$ cat config.mk
export PLATFORM = sky130hd
export DESIGN_NAME = apb_target_capture_fifo
export DESIGN_NICKNAME = d
export VERILOG_FILES = /design/src/rtl/apb_target_capture_fifo.sv
export SDC_FILE = /design/constraint.sdc
export NUM_CORES = 1
export LEC_CHECK = 0
export ABC_AREA = 1
export CAP_MARGIN = 20
export CELL_PAD_IN_SITES_DETAIL_PLACEMENT = 1
export CELL_PAD_IN_SITES_GLOBAL_PLACEMENT = 1
export CORE_MARGIN = 1
export CORE_UTILIZATION = 47
export CTS_BUF_LIST = sky130_fd_sc_hd__clkbuf_2
export CTS_CLUSTER_SIZE = 10
export DETAILED_ROUTE_END_ITERATION = 10
export GPL_TIMING_DRIVEN = 1
export PLACE_DENSITY = 0.84
export SETUP_SLACK_MARGIN = 0.5
export SLEW_MARGIN = 10
export SYNTH_ARGS = -nofsm -noshare
export SYNTH_HDL_FRONTEND = slang
export SYNTH_SLANG_ARGS = --single-unit
$ cat constraint.sdc
create_clock -name clk -period 3.5 [get_ports clk]
set_input_delay 0.525 -clock clk [delete_from_list [all_inputs] [get_ports clk]]
set_output_delay 0.525 -clock clk [all_outputs]
set_load 0.005 [all_outputs]
$ cat src/rtl/apb_target_capture_fifo.sv
// APB target holding a FIFO of 32-bit words strobed in by local hardware.
// Offers pop/peek/status/threshold registers, sticky error flags and a fill-level interrupt.
module apb_target_capture_fifo #(
    parameter int FIFO_DEPTH_LOG2 = 3
) (
    input  logic        clk,
    input  logic        clk__enable,
    input  logic        reset_n,
    input  logic [31:0] apb_request__paddr,
    input  logic        apb_request__penable,
    input  logic        apb_request__psel,
    input  logic        apb_request__pwrite,
    input  logic [31:0] apb_request__pwdata,
    output logic [31:0] apb_response__prdata,
    output logic        apb_response__pready,
    output logic        apb_response__perr,
    input  logic        capture_valid,
    input  logic [31:0] capture_data,
    output logic        capture_ready,
    output logic        fifo_irq
);

    localparam int DEPTH = 1 << FIFO_DEPTH_LOG2;
    localparam int CW    = FIFO_DEPTH_LOG2 + 1;

    typedef logic [FIFO_DEPTH_LOG2-1:0] ptr_t;
    typedef logic [CW-1:0]              cnt_t;

    typedef enum logic [1:0] {
        REG_DATA   = 2'd0,
        REG_STATUS = 2'd1,
        REG_THRESH = 2'd2,
        REG_PEEK   = 2'd3
    } reg_addr_t;

    logic [31:0] mem [DEPTH];
    ptr_t        wr_ptr, rd_ptr;
    cnt_t        count, count_next;
    cnt_t        threshold, threshold_next;
    logic        overflow, overflow_next;
    logic        underflow, underflow_next;
    logic        irq_next;

    logic        access, rd_access, wr_access;
    reg_addr_t   addr;
    logic        empty, full;
    logic        push, pop, drop, data_underrun;
    logic [31:0] head;
    logic [31:0] status_word;
    logic        unused_bits;

    assign addr      = reg_addr_t'(apb_request__paddr[3:2]);
    assign access    = apb_request__psel & apb_request__penable;
    assign rd_access = access & ~apb_request__pwrite;
    assign wr_access = access &  apb_request__pwrite;

    assign empty = (count == '0);
    assign full  = (count == cnt_t'(DEPTH));
    assign head  = mem[rd_ptr];

    // Full/empty are judged on the registered count, so a pop never makes room for a same-cycle capture.
    assign push          = capture_valid & ~full;
    assign drop          = capture_valid &  full;
    assign pop           = rd_access & (addr == REG_DATA) & ~empty;
    assign data_underrun = rd_access & (addr == REG_DATA) &  empty;

    assign status_word = {16'h0, 8'(count), 4'h0, underflow, overflow, full, empty};

    always_comb begin
        count_next = count;
        if (push && !pop) begin
            count_next = count + cnt_t'(1);
        end else if (pop && !push) begin
            count_next = count - cnt_t'(1);
        end
    end

    // Sticky flags: a set in the same cycle as a W1C clear wins.
    always_comb begin
        overflow_next  = overflow;
        underflow_next = underflow;
        threshold_next = threshold;
        if (wr_access && addr == REG_STATUS) begin
            if (apb_request__pwdata[2]) overflow_next  = 1'b0;
            if (apb_request__pwdata[3]) underflow_next = 1'b0;
        end
        if (wr_access && addr == REG_THRESH) begin
            threshold_next = apb_request__pwdata[CW-1:0];
        end
        if (drop)          overflow_next  = 1'b1;
        if (data_underrun) underflow_next = 1'b1;
    end

    assign irq_next = ((threshold_next != '0) && (count_next >= threshold_next)) | overflow_next;

    always_ff @(posedge clk or negedge reset_n) begin
        if (!reset_n) begin
            wr_ptr    <= '0;
            rd_ptr    <= '0;
            count     <= '0;
            threshold <= '0;
            overflow  <= 1'b0;
            underflow <= 1'b0;
            fifo_irq  <= 1'b0;
        end else if (clk__enable) begin
            if (push) wr_ptr <= wr_ptr + ptr_t'(1);
            if (pop)  rd_ptr <= rd_ptr + ptr_t'(1);
            count     <= count_next;
            threshold <= threshold_next;
            overflow  <= overflow_next;
            underflow <= underflow_next;
            fifo_irq  <= irq_next;
        end
    end

    // Storage is deliberately left out of reset; count=0 makes stale words unreachable.
    always_ff @(posedge clk) begin
        if (clk__enable && push) begin
            mem[wr_ptr] <= capture_data;
        end
    end

    always_comb begin
        apb_response__prdata = '0;
        apb_response__perr   = 1'b0;
        if (rd_access) begin
            case (addr)
                REG_DATA: begin
                    if (empty) apb_response__perr   = 1'b1;
                    else       apb_response__prdata = head;
                end
                REG_STATUS: apb_response__prdata = status_word;
                REG_THRESH: apb_response__prdata = 32'(threshold);
                REG_PEEK:   if (!empty) apb_response__prdata = head;
                default:    apb_response__prdata = '0;
            endcase
        end
    end

    assign apb_response__pready = 1'b1;
    assign capture_ready        = ~full;

    assign unused_bits = ^{apb_request__paddr, apb_request__pwdata};

endmodule

; ---- After elaboration in Yosys (flattened, before gate mapping)
; Memory sizes are Yosys's and may differ from the RTL's.
; Cells that the tools add are included.
[totals]
input_bits = 103
out_inout_bits = 36
word_cells = 63
ram_bits = 256
memories = 1
register_bits = 17
[mem_list]
columns = memory, depth, word_bits, rd, rd_ports_with_merged_regs, wr, line
row1 = mem, 8, 32, 1, 0, 1, 36  ; logic [31:0] mem [DEPTH];
[op_classes]
magnitude_cmp = 1
addsub = 4
bitwise = 12
n_eq_ne = 4
n_reduce_logical = 17
n_mux = 17
[op_table]
columns = op, count
row1 = one-hot mux 32 bit (3 select lines), 1
row2 = two-way mux 32 bit, 2
row3 = two-way mux 4 bit, 3
row4 = two-way mux 1 bit, 11
row5 = AND 1 bit, 8
row6 = adder 3 x 1 -> 3 bit (second input constant), 2
row7 = logical AND 1 bit, 6
row8 = adder 4 x 1 -> 4 bit (second input constant), 1
row9 = == test 2 bit (second input constant), 2
row10 = == test 4 bit (second input constant), 1
row11 = >= comparator 4 bit, 1
row12 = logical NOT 4 bit, 1
row13 = AND reduction 2 bit, 2
row14 = nonzero test 2 bit, 2
row15 = nonzero test 4 bit, 1
row16 = subtractor 4 x 1 -> 4 bit (second input constant), 1
row17 = NOT 1 bit, 3
row18 = AND reduction 3 bit, 1
row19 = == test 2 x 1 -> 1 bit (second input constant), 1
row20 = logical NOT 1 bit, 2
row21 = logical NOT 2 bit, 1
row22 = OR reduction 2 bit, 1
row23 = OR 1 bit, 1

; ---- Logic depth before layout (Yosys ltp)
[depth]
word_depth = 10
ltp_mapped = 18
depth_no_buf = 18

; ---- Least setup slack after synthesis
; OpenSTA, ideal clock, no wires.
[synth_timing]
kind = register to register
startpoint = reg count[0]
endpoint = mem mem[0][0], enable pin
setup_ps = 421
arrival_ps = 2729
synth_period_minus_slack_ps = 3149
path_slack_ps = 351
path_stages_with_launch = 9
path_buffers = 0
required_time_ps = 3079
cell_sequence = dfrtp_1 inv_1 ha_1 nand3_2 nand2_2 inv_2 nand2_1 or2_4 nor2_1
[synth_via]
elab_chain_cells = 6
[synth_lines]
columns = item, line
row1 = "start, declared", 38  ; cnt_t count, count_next;
row2 = "start signal, assigned", 108  ; count <= count_next;
row3 = == test 4 bit, 58  ; assign full = (count == cnt_t'(DEPTH));
row4 = NOT 1 bit, -
row5 = net capture_ready, 19  ; output logic capture_ready,
row6 = AND 1 bit, 62  ; assign push = capture_valid & ~full;
row7 = logical AND 1 bit, 118  ; if (clk__enable && push) begin
row8 = two-way mux 1 bit, 118
row9 = two-way mux 1 bit (not written as such), 119  ; mem[wr_ptr] <= capture_data;
row10 = "end, declared", 36
; The timed path passes the listed nets, and every way through them passes these cells.

; ---- Worst setup path in the final report
[layout_timing]
startpoint = reg rd_ptr[0]
endpoint = out apb_response__prdata[19]
[layout_via]
elab_chain_cells = 4
[layout_lines]
columns = item, line
row1 = "start, declared", 37  ; ptr_t wr_ptr, rd_ptr;
row2 = "start signal, assigned", 107  ; if (pop) rd_ptr <= rd_ptr + ptr_t'(1);
row3 = memory (8 x 32 bit), -
row4 = two-way mux 32 bit, "129, 134"
row5 = one-hot mux 32 bit (3 select lines), 127  ; case (addr)
row6 = two-way mux 32 bit, 126  ; if (rd_access) begin
row7 = "end, declared", 14  ; output logic [31:0] apb_response__prdata,
; Every way passes these cells.

==> impl_results.rst <==
.. list-table::
   :header-rows: 1

   * - Metric
     - Value
   * - Root buffer selected by CTS
     - clkbuf_2
   * - Logic depth of the worst register-to-register path
     - 11
   * - Setup total negative slack
     - -52.03 ps
   * - Pins Over Slew Limit
     - 0
   * - Worst-path clk slew
     - around 150 ps
   * - Layout overhead on the synthesized area
     - 29.11%
   * - Setup CP Type
     - reg -> out
   * - Setup repair after global routing missed its margin
     - yes
   * - Maximum clock rate
     - around 280 MHz
   * - CTS Buffer Depth
     - 3
   * - Largest cells by area after synthesis
     - edfxtp_1 (67%), nor2_1 (7.3%), o21ai_0 (5.0%), dfrtp_1 (3.7%), o22ai_1 (2.5%)
   * - Count of pins on the block boundary
     - ~140
   * - Via count of the first global-routing pass
     - 9,908
   * - Worst endpoint data arrival time
     - between 3000 and 4000 ps
   * - Reported leakage power
     - 5.464 nW
   * - Final critical-path share of the clock period
     - 1.015
   * - Total overflow reported by the global router
     - 0
   * - Part of the power in combinational logic
     - 0.441
   * - Leading cell type in the layout, fill and taps excluded
     - edfxtp_1
   * - Reported net switching power
     - about 4.7 mW
   * - Peak VDD IR
     - ~360 uV
   * - Net switching fraction of the power
     - 0.4122
   * - Core Rows
     - 56
   * - Clk sinks
     - between 200 and 300
   * - Number of clock buffers inserted by TritonCTS
     - 70
   * - Synth Instances
     - 943
   * - Proportion of netlist area held by the largest area contributor
     - 0.6699
   * - Fraction of power consumed by sequential logic
     - 0.353
   * - Top FF cell, synth
     - edfxtp_1
   * - Synthesized netlist net count
     - ~1,100
   * - Run status
     - complete, but fails checks
   * - Detail-routed via count per cell
     - about 6.3
   * - Violation count after the first detailed-route iteration
     - about 1,100
   * - Max-Slew Margin vs Limit
     - 0.3796
   * - Die area
     - between 0.02 and 0.03 sq mm
   * - Number of search-and-repair iterations in the first detailed-routing pass
     - 5
   * - Clock network latency to the later pin of the worst-skew pair
     - around 930 ps
   * - Most frequent cells in the layout
     - edfxtp_1 (256), nor2_1 (178), clkbuf_2 (100)
   * - Part of the Yosys area used for sequential elements
     - 0.7069
   * - Worst hold path type
     - in -> async
   * - Total number of vias
     - 9,365
   * - Ratio of cells with drive above 1 in the final layout
     - 0.3246
   * - Mean post-synth cell area
     - around 12 sq um
   * - Ratio of total power to cell area
     - roughly 760 mW/mm^2
   * - Total power
     - ~11 mW
   * - Horizontal extent of the die
     - approximately 160 microns
   * - Number of hold-repair buffers added at the cts stage
     - 0
   * - Detailed Place HPWL
     - roughly 18,000 microns
   * - Clock skew
     - ~98 ps
   * - Detail-routed net length per standard cell
     - 29.94 microns
   * - Synth Warn #
     - 0
   * - TritonCTS clock tree
     - built
   * - Number of flip-flops and latches in the synthesized netlist
     - roughly 270
   * - Max-cap violation count
     - 0
   * - Core outline area
     - between 0.02 and 0.025 sq mm
   * - Transition time at the pin with the least slew margin
     - just over 900 ps
   * - Count of endpoints failing hold in the final timing report
     - 0
   * - Critical Path End Type
     - primary output
   * - Final Util
     - 0.6256
   * - Final Setup Violations
     - 1
   * - Final Critical Period
     - about 3600 ps
   * - Final-layout fill cell count
     - about 2,400
   * - Maximum number of pins on one net before global-route repair
     - 65
   * - Mapped cell area
     - roughly 0.011 sq mm
   * - Library cell occupying the most area in the post-synthesis netlist
     - edfxtp_1
   * - Sum of routed wire length over all layers
     - between 40,000 and 50,000 microns
   * - Number of design rule violations left after detail routing
     - 0
   * - Initial core utilization
     - 0.4846
   * - Die extent in y
     - 158.3 microns
   * - H-tree depth reported by CTS
     - 3
   * - Cell internal pwr
     - roughly 6.7 mW
   * - Clock share of power
     - 0.206
   * - Data required time of the worst path
     - 2970 ps
   * - Final WS setup
     - -52.03 ps
   * - Initial antenna violation count
     - 1
   * - Final weighted congestion in routability-driven placement
     - 0.8226
   * - Violations in the final reports
     - negative setup slack
   * - Overall Global Routing Usage
     - 0.3413
   * - Count of buffers inserted at the top-level ports
     - around 80
   * - Wire length of the first global-routing pass
     - a little over 60,000 microns
   * - Count of antenna-violating nets left after detailed routing
     - 0
   * - Final Net Count
     - roughly 1,300
   * - Kind of launch point of the worst setup path
     - register
   * - Count of cell types in the netlist
     - 40
   * - Maximum fanout encountered on the critical timing path
     - 11
   * - Number of enable flip-flop cells after synthesis
     - between 200 and 300
   * - Post-synth ARST share
     - 0.06227
[Yosys cell counts, drive strengths merged (3+ instances only)]
master  number
nand2       58
a21oi       13
a31oi        3
edfxtp     256
o22ai       46
nor2       228
ha          13
nand3       44
inv         28
buf         31
xor2         3
clkbuf      24
dfrtp       17
o21ai      164
[kinds of logic after synthesis]
family / count (synthesis) / share of synthesized area
and+or+nand+nor: 337 / 0.1304
buffers and inverters: 83 / 0.03631
other: 1 / 0.0003268
adders and majority gates: 13 / 0.01417
DFF: 273 / 0.7069
xor gates and xnor gates: 5 / 0.003817
muxes: 1 / 0.0008723
AOI/OAI and AO/OA: 230 / 0.1072
[registers in the layout (all words and copies together) (netlist names)]
name,cells
underflow,1
mem,256
count,4
wr_ptr,3
fifo_irq,1
overflow,1
rd_ptr,3
threshold,4
[layout make-up]
class,instances,area [sq um],share of cell area
Inverter,28,127.6,0.008613
Tap cell,319,399.1,0.02694
Multi-Input combinational cell,587,3543,0.2391
Sequential cell,273,8120,0.5480
Timing Repair Buffer,175,2029,0.1370
Clock inverter,13,82.58,0.005573
Clock buffer,100,500.5,0.03378
Timing Repair inverter,1,11.26,0.0007600
Antenna cell,1,2.502,0.0001689
[metrics by stage]
step	cell area, sq um	hold slack (ps)	worst slack [ps]	instances
2_1_floorplan	11490	229.4	350.5	943
3_3_place_gp	12720	484.5	58.81	1315
3_5_place_dp	12720	491.6	25.35	1315
4_1_cts	14330	129.9	298.5	1481
5_1_grt	14820	153.3	-97.63	1497
6_report	14820	95.56	-52.03	1497
[path summary, 6_finish.rpt]
check	from	end	slack, ps
max	rd_ptr[0]$_DFFE_PN0P_	apb_response__prdata[19]	-50
max reg2reg	count[0]$_DFFE_PN0P_	mem[3][4]$_DFFE_PP_	670
max in group asynchronous	reset_n	rd_ptr[0]$_DFFE_PN0P_	2690
min reg2reg	fifo_irq$_DFFE_PN0P_	fifo_irq$_DFFE_PN0P_	520
min in group clk	apb_request__pwdata[3]	underflow$_DFFE_PN0P_	290
min	reset_n	count[2]$_DFFE_PN0P_	100
[per-layer routing]
layer	vias to the layer above	track usage	routed length [microns]
li1	3820	-	-
met1	4614	0.4033	15900
met2	704	0.5808	21780
met3	227	0.06260	4419
met4	0	0.2070	2728
met5	-	0	0
[power by group through the flow]
stage	combinational [mW]	sequential [mW]	clock (mW)
final	5.00	4.00	2.33
after global placement	2.55	4.00	0
after global routing	5.13	4.01	2.47
after CTS	4.12	3.96	2.17
after detailed placement	2.73	4.02	0
after floorplan	1.88	3.98	0
[critical path, stage by stage (launching register included)]
cell and delay (ps):
dfrtp_4 470, buf_6 130, clkinv_8 80, buf_16 160
o21ai_0 710, o22ai_2 190, o21ai_2 200, nor2_2 60
buf_2 130
[timing repair]
action,in CTS,in global routing
setup endpoints to repair,33,33
pin swaps,66,77
cloned,15,4
buffers inserted,38,11
gates resized for setup,260,112
Power figures use the tool's default switching activity.
